$ cat config.mk
export PLATFORM = sky130hd
export DESIGN_NAME = kyber_coef_feeder
export DESIGN_NICKNAME = d
export VERILOG_FILES = /design/src/rtl/params_pkg.sv /design/src/rtl/kyber_coef_feeder.sv
export SDC_FILE = /design/constraint.sdc
export NUM_CORES = 1
export LEC_CHECK = 0
export ABC_AREA = 0
export ABC_CLOCK_PERIOD_IN_PS = 8280
export BUFFER_PORTS_ARGS = -buffer_cell sky130_fd_sc_hd__buf_2
export CAP_MARGIN = 10
export CORE_MARGIN = 10
export CORE_UTILIZATION = 34
export DETAILED_ROUTE_END_ITERATION = 6
export PLACE_DENSITY = 0.54
export SETUP_SLACK_MARGIN = 0.05
export SYNTH_ARGS = -nofsm -noshare
export SYNTH_HDL_FRONTEND = slang
export SYNTH_SLANG_ARGS = --single-unit
$ cat constraint.sdc
create_clock -name clk_i -period 8.28 [get_ports clk_i]
set_clock_uncertainty 0.05 [all_clocks]
set_input_delay 0.414 -clock clk_i [delete_from_list [all_inputs] [get_ports clk_i]]
set_output_delay 0.414 -clock clk_i [all_outputs]
set_load 0.05 [all_outputs]
$ cat src/rtl/params_pkg.sv
// Shared parameters for the Kyber coefficient feeder: datapath width,
// the Kyber modulus q = 3329 with its bit length, and the feeder FSM states.
package params_pkg;

  localparam int DATA_LENGTH    = 24;
  localparam int MODULUS        = 3329;
  localparam int MODULUS_LENGTH = 12;

  typedef enum logic [2:0] {
    IDLE,
    MUL,
    ISSUE,
    WAIT,
    OUT
  } state_t;

endpackage

$ cat src/rtl/kyber_coef_feeder.sv
// Kyber coefficient feeder.
// Accepts one coefficient pair (a, b), forms the product a*b in a register and
// hands it to a downstream modular reducer with a one-cycle start pulse. The
// reducer result is presented on a valid/ready output port. A per-polynomial
// counter tracks completed coefficients and pulses poly_done_o on the last one.
//
// Optional build macro KYBER_FEEDER_BYPASS_EN: when defined, products already
// below the modulus skip the reducer and go straight to the output.
module kyber_coef_feeder #(
  parameter int DATA_LENGTH = params_pkg::DATA_LENGTH,
  parameter int COEF_WIDTH  = 12,
  parameter int POLY_N      = 256
) (
  input  logic                      clk_i,
  input  logic                      rst_i,
  input  logic [COEF_WIDTH-1:0]     a_i,
  input  logic [COEF_WIDTH-1:0]     b_i,
  input  logic                      in_valid_i,
  output logic                      in_ready_o,
  output logic                      red_start_o,
  output logic [DATA_LENGTH-1:0]    red_x_o,
  output logic [DATA_LENGTH-1:0]    red_m_o,
  output logic [DATA_LENGTH-1:0]    red_m_bl_o,
  input  logic [DATA_LENGTH-1:0]    red_result_i,
  input  logic                      red_valid_i,
  output logic [DATA_LENGTH-1:0]    out_data_o,
  output logic                      out_valid_o,
  input  logic                      out_ready_i,
  output logic [$clog2(POLY_N)-1:0] count_o,
  output logic                      poly_done_o
);

  import params_pkg::*;

  localparam int CW = $clog2(POLY_N);
  localparam int PW = 2 * COEF_WIDTH;

  state_t          state;
  logic [PW-1:0]   product;
  logic [CW-1:0]   count;

  assign product = PW'(a_i) * PW'(b_i);

  // Ready is a pure decode of the idle state, held low while reset is applied
  // so the very first cycle after reset can already accept a coefficient.
  assign in_ready_o = (state == IDLE) && !rst_i;
  assign red_m_o    = DATA_LENGTH'(MODULUS);
  assign red_m_bl_o = DATA_LENGTH'(MODULUS_LENGTH);
  assign count_o    = count;

  // Feeder FSM: latch product, issue to reducer, wait for result, hand off.
  always_ff @(posedge clk_i) begin
    if (rst_i) begin
      state       <= IDLE;
      red_start_o <= 1'b0;
      red_x_o     <= '0;
      out_data_o  <= '0;
      out_valid_o <= 1'b0;
      count       <= '0;
      poly_done_o <= 1'b0;
    end else begin
      red_start_o <= 1'b0;
      poly_done_o <= 1'b0;
      case (state)
        IDLE: begin
          if (in_valid_i) begin
            red_x_o <= DATA_LENGTH'(product);
            state   <= MUL;
          end
        end
        MUL: begin
`ifdef KYBER_FEEDER_BYPASS_EN
          if (red_x_o < DATA_LENGTH'(MODULUS)) begin
            out_data_o  <= red_x_o;
            out_valid_o <= 1'b1;
            state       <= OUT;
          end else begin
            red_start_o <= 1'b1;
            state       <= ISSUE;
          end
`else
          red_start_o <= 1'b1;
          state       <= ISSUE;
`endif
        end
        ISSUE: begin
          state <= WAIT;
        end
        WAIT: begin
          if (red_valid_i) begin
            out_data_o  <= red_result_i;
            out_valid_o <= 1'b1;
            state       <= OUT;
          end
        end
        OUT: begin
          if (out_ready_i) begin
            out_valid_o <= 1'b0;
            state       <= IDLE;
            if (count == CW'(POLY_N - 1)) begin
              count       <= '0;
              poly_done_o <= 1'b1;
            end else begin
              count <= count + CW'(1);
            end
          end
        end
        default: begin
          state <= IDLE;
        end
      endcase
    end
  end

endmodule

==> results.tsv <==
stage	metric	value	unit
status	outcome	finished clean	
finish	nets	1205	
logic_synthesis	synth_cell_types	54	
critical_path	cp-end-kind	register	
routing	route.vias.total	5933	
power	p_per_area	314	nW/um^2
logic_synthesis	yosys.area.top_type	fa_1	
floorplanning	die_y	168	um
routing	drc_errors	0	
routing	first_pass_iters	4	
floorplanning	fp.dieArea	28300	sq um
logic_synthesis	synth_seq_cells	62	
logic_synthesis	synthArstFlopShare	0	
sta	hold_viol_final	0	
power	ir_drop	0.193	mV
clock_tree	worst_skew_pair.late_latency	320	ps
floorplanning	io_pins	161	
sta	setup_ws	3190	ps
critical_path	slowest_stage	fa_1	
sta	setup_violations	0	
critical_path	crit_path_cell_trace	buf_2 -> and2_1 -> fa_1 -> fa_1 -> fa_1 -> fa_1 -> inv_1 -> fa_1 -> inv_1 -> ha_1 -> a21oi_1 -> o21ai_0 -> a221oi_2 -> nand3_1 -> nor4b_1 -> a311o_1	
logic_synthesis	synthTopCellsByArea	fa_1, dfxtp_1, ha_1, nand2_1, inv_1	
global_route	grt_max_degree	61	
global_route	globalRoute.totalOverflow	0	
clock_tree	clock-root-buffer	clkbuf_16	
sta	tightest_slew	669	ps
critical_path	crit_path_start_kind	primary input	
global_route	grt_pass1_vias	6267	
logic_synthesis	synth-edff-count	0	
floorplanning	start_util	0.344	
sta	rsz0062_at_grt	false	
finish	post-route-cell-area	8340	sq um
sta	slew_headroom	0.554	
finish	antenna_cells	0	
routing	wirelength	19400	um
clock_tree	cts_buffer_depth	2	
min_path	worstHoldPathType	in -> reg	
logic_synthesis	yosysSeqAreaShare	0.166	
place	pre_cts_ws	2870	ps
critical_path	path_buf_inv	3	
place	dpl_cell_area	8040	sq um
clock_tree	ctsHtreeMaxLevel	3	
logic_synthesis	synth_warnings	0	
finish	drive_above_1_share	0.141	
critical_path	crit_path_frequent_cell	fa_1	
critical_path	crit_family	adder cells	
run	maxCapViolations	0	
clock_tree	cts_tree	done	
floorplanning	core-area	21700	sq um
logic_synthesis	syn_avg_cell_area	8.18	sq um
critical_path	crit_arrival	5250	ps
place	io_buffers	112	
clock_tree	post_cts_resized	0	
finish	areaGrowthSynthToFinish	11.7	%
clock_tree	cts_setup_buffers	0	
place	gp_congestion	0.862	
logic_synthesis	synthCells	913	
sta	timing.final.crit_period	5090	ps
logic_synthesis	synth_top_area_frac	0.268	
power	fin_total_pwr	2.62	mW
global_route	grt_pass1_wl	32600	um
logic_synthesis	syn-cell-area	7470	sq um
critical_path	worstPathRequired	8440	ps
place	post-dp-hpwl	15900	um
routing	ant_nets	0	
clock_tree	cts_inserted_buffers	9	
floorplanning	rows	54	
sta	clock.fmax	0.197	GHz
routing	wl_per_cell	15.2	um
critical_path	worstSetupPathType	in -> reg	
routing	drt_iter0_drc	203	
sta	fin_crit_sh	0.614	
power	p_leak	4.28	nW
routing	vias_per_cell	4.66	
sta	drv_slew	0	
logic_synthesis	synth_flop_cell	dfxtp_1	
global_route	grt_use_total	0.137	
clock_tree	clkTransAtPathRegs	60	ps
critical_path	max_stage_delay	600	ps
clock_tree	cts.sinks	62	
critical_path	worstPathMaxFanout	12	
floorplanning	fp.dieW	168	um
sta	tns	0	ps
global_route	antenna_found_initial	0	
clock_tree	hold_buffers	0	
[report_power, final]
group / internal, mW / switching (mW) / leakage [nW]
Sequential: 0.333 / 0.0179 / 0.504
Clock: 0.243 / 0.146 / 0.145
Combinational: 0.664 / 1.22 / 3.63
Total: 1.24 / 1.38 / 4.28
[synth_stat cells (4+ instances only)]
library cell and number:
dfxtp_1 62, buf_4 48, nor2_1 31, inv_1 139, ha_1 63, xor2_1 7
a21o_1 7, buf_2 7, o21ai_0 10, a31oi_1 5, fa_1 100, a211oi_1 5
and2_1 52, and3_1 9, clkbuf_1 41, nand4_1 4, nor3_1 10, xnor2_1 7
nand2_1 180, nand3_1 17, nor4b_1 6, a21oi_1 48
[metrics by stage]
stage	hold slack, ps	cells	util
global route	275	1274	0.385
finish	275	1274	0.385
floorplan	459	959	-
detailed placement	393	1258	0.370
CTS	264	1274	0.385
global placement	389	1258	0.370
[registers in the layout, indices dropped and copies added (netlist names)]
name / flops
red_start_o: 1
count_o: 8
out_valid_o: 1
out_data_o: 24
red_x_o: 24
state: 3
poly_done_o: 1
[kinds of logic (layout without fill, tap and decap cells)]
| logic type | after synthesis | after routing | share of synthesized area |
|---|---|---|---|
| muxes | 2 | 2 | 0.00268 |
| other | 2 | 48 | 0.00101 |
| adders and majority gates | 163 | 163 | 0.374 |
| and+or+nand+nor | 326 | 326 | 0.202 |
| buffers and inverters | 236 | 271 | 0.144 |
| DFF | 62 | 62 | 0.166 |
| xor gates and xnor gates | 14 | 14 | 0.0164 |
| AOI/OAI and AO/OA | 108 | 108 | 0.0943 |
[worst register-to-register path, cell delays in order, from the launching register on]
cell and delay, ps:
dfxtp_1 360, nor2_1 230, nand3b_1 100, buf_4 260, nor3_1 260, or4b_1 450, nand3_1 100
[per-layer routing]
layer	wire length [um]	track usage	up-vias
li1	-	-	2920
met1	8810	0.180	2855
met2	9290	0.232	145
met3	1070	0.0224	13
met4	192	0.0303	0
met5	0	0	-
[layout make-up]
class,instances,area [sq um]
multi-input cells,661,5330
inverters,139,522
well taps,280,350
repair buffers,116,591
clock buffers,10,239
fillers,2295,13300
flip-flops and latches,62,1240
clock inverters,6,67.6
[layout by cell type (no fill, tap or decap), drive strengths merged, types with 2 or more instances in the layout]
cell,n
a31oi,5
o21ai,10
conb,48
or3,2
dfxtp,62
clkbuf,10
and2,52
or4,2
o311ai,3
xnor2,7
a211oi,5
nor2,31
a21o,7
fa,100
xor2,7
a32oi,3
o31ai,3
clkinvlp,2
and2b,3
nor3,10
a211o,2
buf,116
inv,141
ha,63
nand3b,3
nor4b,6
nand2,180
o211ai,4
a31o,2
nand4,4
o2111ai,3
nand3,17
a21oi,49
o21a,3
nor4,3
mux2i,2
and3,9
o21bai,3
[path summary, 6_finish.rpt]
path                                       from            end  slack, ps  depth (start not counted)
worst min register to register       red_x_o[7]     red_x_o[7]        400                          2
worst max-delay path                     a_i[4]    red_x_o[21]       3190                         16
worst min-delay path            red_result_i[2]  out_data_o[2]        270                          3
worst max register to register         state[0]    red_x_o[22]       6420                          6
Power figures use the tool's default switching activity.
